==> config.mk <==
export PLATFORM = sky130hd
export DESIGN_NAME = add8_arb_sched
export DESIGN_NICKNAME = d
export VERILOG_FILES = /design/src/rtl/add8_arb_sched.sv
export SDC_FILE = /design/constraint.sdc
export NUM_CORES = 1
export LEC_CHECK = 0
export ABC_AREA = 1
export BUFFER_PORTS_ARGS = -buffer_cell sky130_fd_sc_hd__buf_2
export CORE_ASPECT_RATIO = 1.75
export CORE_MARGIN = 8
export CORE_UTILIZATION = 30
export DETAILED_ROUTE_END_ITERATION = 12
export GPL_ROUTABILITY_DRIVEN = 0
export PLACE_DENSITY = 0.7
export SLEW_MARGIN = 20
export SYNTH_ARGS = -nofsm -noshare
export SYNTH_HDL_FRONTEND = slang
export SYNTH_SLANG_ARGS = --single-unit
==> constraint.sdc <==
create_clock -name clk -period 1.85 [get_ports clk]
set_input_delay 0 -clock clk [delete_from_list [all_inputs] [get_ports clk]]
set_output_delay 0 -clock clk [all_outputs]
set_load 0.01 [all_outputs]
==> src/rtl/add8_arb_sched.sv <==
// add8_arb_sched: round-robin scheduler sharing one 8-bit adder among NREQ requesters.
// Define ADD8_ARB_ERRMON_EN to enable the adder error monitor (err_mag/err_cnt).
module add8_arb_sched #(
  parameter int NREQ = 4,
  localparam int IDW = (NREQ > 2) ? $clog2(NREQ) : 1
) (
  input  logic                clk,
  input  logic                rst_n,
  input  logic [NREQ-1:0]     req_valid,
  output logic [NREQ-1:0]     req_ready,
  input  logic [NREQ*8-1:0]   req_a,
  input  logic [NREQ*8-1:0]   req_b,
  output logic [7:0]          add_a,
  output logic [7:0]          add_b,
  input  logic [8:0]          add_o,
  output logic                res_valid,
  input  logic                res_ready,
  output logic [8:0]          res_sum,
  output logic [IDW-1:0]      res_id,
  output logic [1:0]          occ,
  output logic [3:0]          err_mag,
  output logic [15:0]         err_cnt
);
  logic           opv_q, opv_d, res_valid_q, res_valid_d;
  logic [7:0]     op_a_q, op_a_d, op_b_q, op_b_d;
  logic [IDW-1:0] op_id_q, op_id_d, res_id_q, res_id_d, ptr_q, ptr_d, gnt;
  logic [8:0]     res_sum_q, res_sum_d;
  logic           found, adv_r, acc_a, hs;
  // first valid requester at or after ptr, wrapping
  always_comb begin
    found = 1'b0;
    gnt = '0;
    for (int k = 0; k < NREQ; k++)
      if (!found && req_valid[(int'(ptr_q) + k) % NREQ]) begin
        found = 1'b1;
        gnt = IDW'((int'(ptr_q) + k) % NREQ);
      end
  end
  assign adv_r = opv_q & (!res_valid_q | res_ready);
  assign acc_a = !opv_q | adv_r;
  assign hs = found & acc_a;
  assign req_ready = hs ? (NREQ'(1) << gnt) : '0;
  always_comb begin
    opv_d = hs ? 1'b1 : (adv_r ? 1'b0 : opv_q);
    op_a_d = hs ? req_a[8*gnt +: 8] : op_a_q;
    op_b_d = hs ? req_b[8*gnt +: 8] : op_b_q;
    op_id_d = hs ? gnt : op_id_q;
    ptr_d = hs ? ((gnt == IDW'(NREQ-1)) ? '0 : gnt + 1'b1) : ptr_q;
    res_valid_d = adv_r ? 1'b1 : ((res_valid_q & res_ready) ? 1'b0 : res_valid_q);
    res_sum_d = adv_r ? add_o : res_sum_q;
    res_id_d = adv_r ? op_id_q : res_id_q;
  end
  always_ff @(posedge clk or negedge rst_n)
    if (!rst_n) begin
      opv_q <= 1'b0;
      op_a_q <= '0;
      op_b_q <= '0;
      op_id_q <= '0;
      ptr_q <= '0;
      res_valid_q <= 1'b0;
      res_sum_q <= '0;
      res_id_q <= '0;
    end else begin
      opv_q <= opv_d;
      op_a_q <= op_a_d;
      op_b_q <= op_b_d;
      op_id_q <= op_id_d;
      ptr_q <= ptr_d;
      res_valid_q <= res_valid_d;
      res_sum_q <= res_sum_d;
      res_id_q <= res_id_d;
    end
  assign add_a = op_a_q;
  assign add_b = op_b_q;
  assign res_valid = res_valid_q;
  assign res_sum = res_sum_q;
  assign res_id = res_id_q;
  assign occ = {1'b0, opv_q} + {1'b0, res_valid_q};
`ifdef ADD8_ARB_ERRMON_EN
  logic [8:0]  exact, diff;
  logic [3:0]  err_mag_q, err_mag_d;
  logic [15:0] err_cnt_q, err_cnt_d;
  always_comb begin
    exact = {1'b0, op_a_q} + {1'b0, op_b_q};
    diff = (add_o >= exact) ? add_o - exact : exact - add_o;
    err_mag_d = adv_r ? ((diff > 9'd15) ? 4'd15 : diff[3:0]) : err_mag_q;
    err_cnt_d = (adv_r && diff != '0 && err_cnt_q != 16'hFFFF) ? err_cnt_q + 16'd1 : err_cnt_q;
  end
  always_ff @(posedge clk or negedge rst_n)
    if (!rst_n) begin
      err_mag_q <= '0;
      err_cnt_q <= '0;
    end else begin
      err_mag_q <= err_mag_d;
      err_cnt_q <= err_cnt_d;
    end
  assign err_mag = err_mag_q;
  assign err_cnt = err_cnt_q;
`else
  assign err_mag = '0;
  assign err_cnt = '0;
`endif
endmodule

Yosys cells after proc, flatten, opt, wreduce, memory -nomap -nowiden
Index checks and enable logic that the tools add are counted.
{ "word_totals": {"mem_bits_rw": 0, "mem_bits_ro": 0, "latchBits": 0, "register_bits": 33, "n_memories": 0} }
{ "op_classes": {"eq_ne": 1, "muxes": 25, "reduce_logical": 13, "order_cmp": 4, "n_mul": 0, "shift": 3, "addsub": 5, "bitwise_logic": 8, "div": 0} }
{ "ops": {"columns": ["operator", "count"], "rows": [
  ["$shiftx A32 B6 Y8", 2],
  ["$mux W1", 15],
  ["$lt A3 B4 Y1 const B", 3],
  ["$mux W2", 5],
  ["$bmux W1 S2", 4],
  ["$reduce_or A2 Y1", 3],
  ["$logic_not A1 Y1", 5],
  ["$add A2 B1 Y2 const B", 2],
  ["$add A2 B2 Y2 const B", 2],
  ["$mux W4", 1],
  ["$reduce_bool A2 Y1", 2],
  ["$shl A1 B2 Y4 const A", 1],
  ["$and A1 B1 Y1", 3],
  ["$and A1 B1 Y1 const A", 3],
  ["$logic_and A1 B1 Y1", 3],
  ["$lt A2 B3 Y1 const B", 1],
  ["$add A1 B1 Y2", 1],
  ["$eq A2 B2 Y1 const B", 1],
  ["$or A1 B1 Y1", 2]
]} }

Logic depth before layout (Yosys ltp)
{ "logic_depth": {"word_depth": 16, "mapped_depth": 17, "mapped_depth_nobuf": 15} }

Least setup slack after synthesis
OpenSTA, ideal clock, no wires.
{ "synth_timing": {"path_kind": "register -> register", "start": "register ptr_q[0]", "end": "register op_a_q[4] (netlist: add_a[4])", "path_stages_with_launch": 15, "path_slack_ps": 153, "setup_ps": 117, "arrival_time_ps": 1581, "path_cell_list": "dfrtp_1 > buf_4 > nand2_1 > nand2_1 > nand2_1 > nand2_1 > nor2_4 > nand4_1 > nand3_2 > inv_2 > buf_6 > nand2_1 > nand2_1 > nand2_1 > nand2_1"} }
{ "synth_between": {"elab_chain_len": 13, "elab_cells_between_ends": 30} }
{ "synth_lines": {"columns": ["item", "line", "text"], "rows": [
  ["start: declaration", "26", "logic [IDW-1:0] op_id_q, op_id_d, res_id_q, res_id_d, ptr_q, ptr_d, gnt;"],
  ["start signal: assignment", "68", "ptr_q <= ptr_d;"],
  ["$add A2 B1 Y2 or $bmux W1 S2 (tied branches)", "34, 36", null],
  ["$bmux W1 S2 or $mux W1 (tied branches)", "34", "if (!found && req_valid[(int'(ptr_q) + k) % NREQ]) begin"],
  ["$mux W1 (implied by the code)", "34", null],
  ["$mux W1 (implied by the code) or $logic_not A1 Y1 (tied branches)", "34", null],
  ["$logic_and A1 B1 Y1", "34", null],
  ["$mux W1", "34", null],
  ["$logic_not A1 Y1", "34", null],
  ["$logic_and A1 B1 Y1", "34", null],
  ["$mux W1", "34", null],
  ["$logic_not A1 Y1", "34", null],
  ["$logic_and A1 B1 Y1", "34", null],
  ["$mux W2 or $mux W1 (tied branches)", "34", null],
  ["$shiftx A32 B6 Y8 or $and A1 B1 Y1 (tied branches)", "45, 41", null],
  ["end signal: assignment", "65", "op_a_q <= op_a_d;"],
  ["end: declaration", "25", "logic [7:0] op_a_q, op_a_d, op_b_q, op_b_d;"]
]} }
Several ways; a longest one is shown, not always the timed one. The select of a mux whose other input is x is not followed.
A chain may end at the register's enable or synchronous reset.

Final worst setup path
{ "layout_timing": {"start": "register ptr_q[0]", "end": "output port req_ready[2]"} }
{ "layout_between": {"elab_chain_len": 14, "elab_cells_between_ends": 31} }
{ "layout_lines": {"columns": ["item", "line", "text"], "rows": [
  ["$add A2 B1 Y2 or $bmux W1 S2 (tied branches)", "34, 36", null],
  ["$bmux W1 S2 or $mux W1 (tied branches)", "34", null],
  ["$mux W1 (implied by the code)", "34", null],
  ["$mux W1 (implied by the code) or $logic_not A1 Y1 (tied branches)", "34", null],
  ["$logic_and A1 B1 Y1", "34", null],
  ["$mux W1", "34", null],
  ["$logic_not A1 Y1", "34", null],
  ["$logic_and A1 B1 Y1", "34", null],
  ["$mux W1", "34", null],
  ["$logic_not A1 Y1", "34", null],
  ["$logic_and A1 B1 Y1", "34", null],
  ["$mux W2 or $mux W1 (tied branches)", "34", null],
  ["$shl A1 B2 Y4 or $and A1 B1 Y1 (tied branches)", "42, 41", null],
  ["$mux W4 (*)", "42", "assign req_ready = hs ? (NREQ'(1) << gnt) : '0;"],
  ["end: declaration", "10", "output logic [NREQ-1:0] req_ready,"]
]} }
Mark *: on every way between the ends. The rest lies on a longest branch, timed or not. The select of a mux whose other input is x is not followed.

==> impl_metrics.json <==
{
  "endpoint_kind": "output port",
  "critPathLaunch": "ptr_q[0]$_DFFE_PN0P_",
  "maxCapViolCount": 0,
  "relSlewSlack": 0.485,
  "clkSinkCount": 33,
  "powerDensity_nw_per_um2": 2500,
  "layout_setup_ws_ns": -0.161,
  "netlist-cell-type-count": 24,
  "drt_wl_total_mm": 8.68,
  "num_io_pins": 134,
  "synth.avg_cell_area_sq_um": 6.60,
  "yosysWarnings": 0,
  "min_to": "res_valid$_DFFE_PN0P_",
  "htree_levels": 2,
  "vdd_drop_max_mv": 1.10,
  "ant_nets": 0,
  "grt_pass1_vias": 2779,
  "first_iter_violations": 145,
  "status": "finished, violations left",
  "synth_largest_area_cell": "dfrtp_1",
  "fin_tns_setup_ns": -2.08,
  "cts_root_buffer": "clkbuf_16",
  "die_w_microns": 83.4,
  "post-place-ws_ns": -0.0929,
  "holdCritStartpoint": "res_ready",
  "fin_skew_ns": 0.00434,
  "start_util": 0.305,
  "drive_gt1_frac": 0.467,
  "r2r.worst_path.cells": 15,
  "report.final.slew_viol_count": 0,
  "p_leak_nw": 2.14,
  "via_count": 2764,
  "antenna_found_initial": 0,
  "crit_fanout": 6,
  "fmax_mhz": 497,
  "path_cells": "clkinvlp_4, nand2_2, nand2_2, o21ai_1, nand3_4, nand3_4, buf_4, nand3_2, inv_1, buf_2",
  "worstPathRequired_ns": 1.85,
  "cts_buffer_depth": 2,
  "synth_area_leaders": "dfrtp_1 (35%), nand2_1 (32%), nand3_1 (8.4%)",
  "violations": "negative setup slack",
  "fin_nets": 579,
  "finalCriticalPeriod_ns": 2.01,
  "drc_errors": 0,
  "worstReg2RegEnd": "add_a[2]$_DFFE_PN0P_",
  "clk_latency_ns": 0.27,
  "finalHoldViolCount": 0,
  "grt_pass1_wl_mm": 13.1,
  "crit_path_top_delay_cell": "dfrtp_2",
  "max_stage_delay_ns": 0.45,
  "routedWlPerCell_microns": 14.7,
  "firstDrtPassIters": 4,
  "rsz0062_at_grt": "yes",
  "critPathArrivalTime_ns": 2.01,
  "num_rows": 43,
  "core_area_sq_um": 7800,
  "num_antenna_cells": 0,
  "hpwlAfterDp_mm": 6.04,
  "yosysTopAreaCellShare": 0.347,
  "yosysSeqAreaShare": 0.347,
  "die_y_microns": 134,
  "cts_made_buffers": 5,
  "critPathLaunchType": "flip-flop",
  "vias_per_cell": 4.69,
  "reg2reg_slack_ns": -0.13,
  "grt_max_degree": 34,
  "grt_use_total": 0.140,
  "hold_path_depth": 4,
  "hold_class": "in -> reg",
  "syn_area_sq_um": 2380,
  "tightestPinTransition_ns": 0.773,
  "fin_crit_sh": 1.09,
  "finalSetupViolations": 20,
  "ys_ff_latch": 33,
  "crit_type": "reg -> out",
  "area_delta_synth_final_pct": 55.0,
  "synth_cells": 361,
  "die_area_sq_um": 11200,
  "tritoncts": "built",
  "r2r_start": "ptr_q[0]$_DFFE_PN0P_",
  "port_buffers": 113,
  "overflow": 0,
  "clkTransAtPathRegs_ns": 0.05
}
==> worst max path at each step <==
stage / to / cells after the start
after floorplan: add_a[4]$_DFFE_PN0P_ / 14
after global placement: add_a[4]$_DFFE_PN0P_ / 14
after detailed placement: add_a[4]$_DFFE_PN0P_ / 15
after CTS: req_ready[3] / 12
after global routing: add_b[3]$_DFFE_PN0P_ / 17
final: req_ready[2] / 10
==> metrics by stage <==
| stage | power [mW] | hold slack (ns) | cell area (sq um) | std cells | utilization |
|---|---|---|---|---|---|
| 3_3_place_gp | 6.24 | 0.111 | 2990 | 557 | 0.383 |
| 4_1_cts | 8.11 | 0.000315 | 3410 | 583 | 0.437 |
| 6_report | 9.23 | 0.0146 | 3690 | 589 | 0.473 |
| 2_1_floorplan | 4.91 | -0.296 | 2450 | 380 | - |
| 5_1_grt | 10.1 | 0.0499 | 3690 | 589 | 0.473 |
| 3_5_place_dp | 6.33 | 0.124 | 2990 | 557 | 0.383 |
==> where the power goes <==
group,switching [mW],total (mW),internal (mW)
sequential,0.212,1.31,1.10
combinational,4.04,7.14,3.10
clock,0.287,0.780,0.493
==> final cells by class <==
class | instances | area [sq um]
timing repair inverter | 1 | 7.51
multi-input combinational | 293 | 1520
sequential | 33 | 828
inverter | 16 | 70.1
timing repair buffer | 148 | 1010
fill | 771 | 4110
clock buffer | 6 | 129
tap | 90 | 113
clock inverter | 2 | 10.0
==> what timing repair did <==
item                       in CTS  in global routing
cloned                          2                  5
setup buffers                   6                  3
hold endpoints to repair       42                  0
hold buffers                   10                  0
pin swaps                       8                 23
setup endpoints to repair      23                 22
resized for setup              29                 64
==> placed cells by master (no fill, tap or decap) <==
cell type / n
nand3_1: 36
dfrtp_1: 31
clkbuf_1: 1
buf_2: 112
a21oi_1: 1
buf_4: 11
inv_4: 2
ha_1: 1
o21ai_1: 1
buf_6: 7
clkbuf_16: 8
nand2_2: 49
conb_1: 20
nand2_4: 10
nand3_4: 2
a31oi_1: 1
inv_2: 2
buf_12: 3
nand3_2: 6
nor2_2: 2
o21bai_1: 1
o21ai_0: 3
dfrtp_2: 2
clkinv_2: 2
inv_6: 1
nand2_1: 147
inv_1: 11
nor2_4: 2
nand4_1: 1
o211ai_1: 1
buf_16: 2
mux2_2: 9
dlygate4sd3_1: 10
clkinvlp_4: 1
==> flip-flops by register name, indices dropped and copies added (netlist names) <==
signal / count
res_valid: 1
res_id: 2
add_a: 8
opv_q: 1
add_b: 8
res_sum: 9
op_id_q: 2
ptr_q: 2
==> synth_stat cells <==
master    instances
a21oi_1           1
a31oi_1           1
buf_2             6
buf_4            22
buf_6             5
clkbuf_1          5
conb_1            1
dfrtp_1          33
ha_1              1
inv_1            13
inv_2             3
mux2_2            9
nand2_1         204
nand2_2           2
nand3_1          40
nand3_2           2
nand3_4           2
nand4_1           1
nor2_1            3
nor2_4            1
o211ai_1          1
o21ai_0           3
o21ai_1           1
o21bai_1          1
==> logic make-up (layout without fill, tap and decap cells) <==
group | count (synthesis) | in the layout | share of synthesized area
AO/OA/AOI/OAI | 8 | 8 | 0.0194
adder cells (fa/ha/maj) | 1 | 1 | 0.00525
other | 1 | 20 | 0.00157
AND/OR/NAND/NOR | 255 | 255 | 0.446
flip-flops | 33 | 33 | 0.347
multiplexers | 9 | 9 | 0.0425
buffers and inverters | 54 | 173 | 0.139
==> worst max-delay path, delay by kind of cell, from the launching register on <==
family,cells,cell delay (ns)
AOI/OAI and AO/OA,1,0.23
DFF,1,0.45
and+or+nand+nor,5,0.56
buffers and inverters,4,0.49
==> metal layers <==
metal / track usage / part of all wire
met4: 0.0589 / 0.033
met2: 0.244 / 0.52
met3: 0.0334 / 0.061
met5: 0 / 0
met1: 0.159 / 0.39
(Power assumes the default switching activity.)
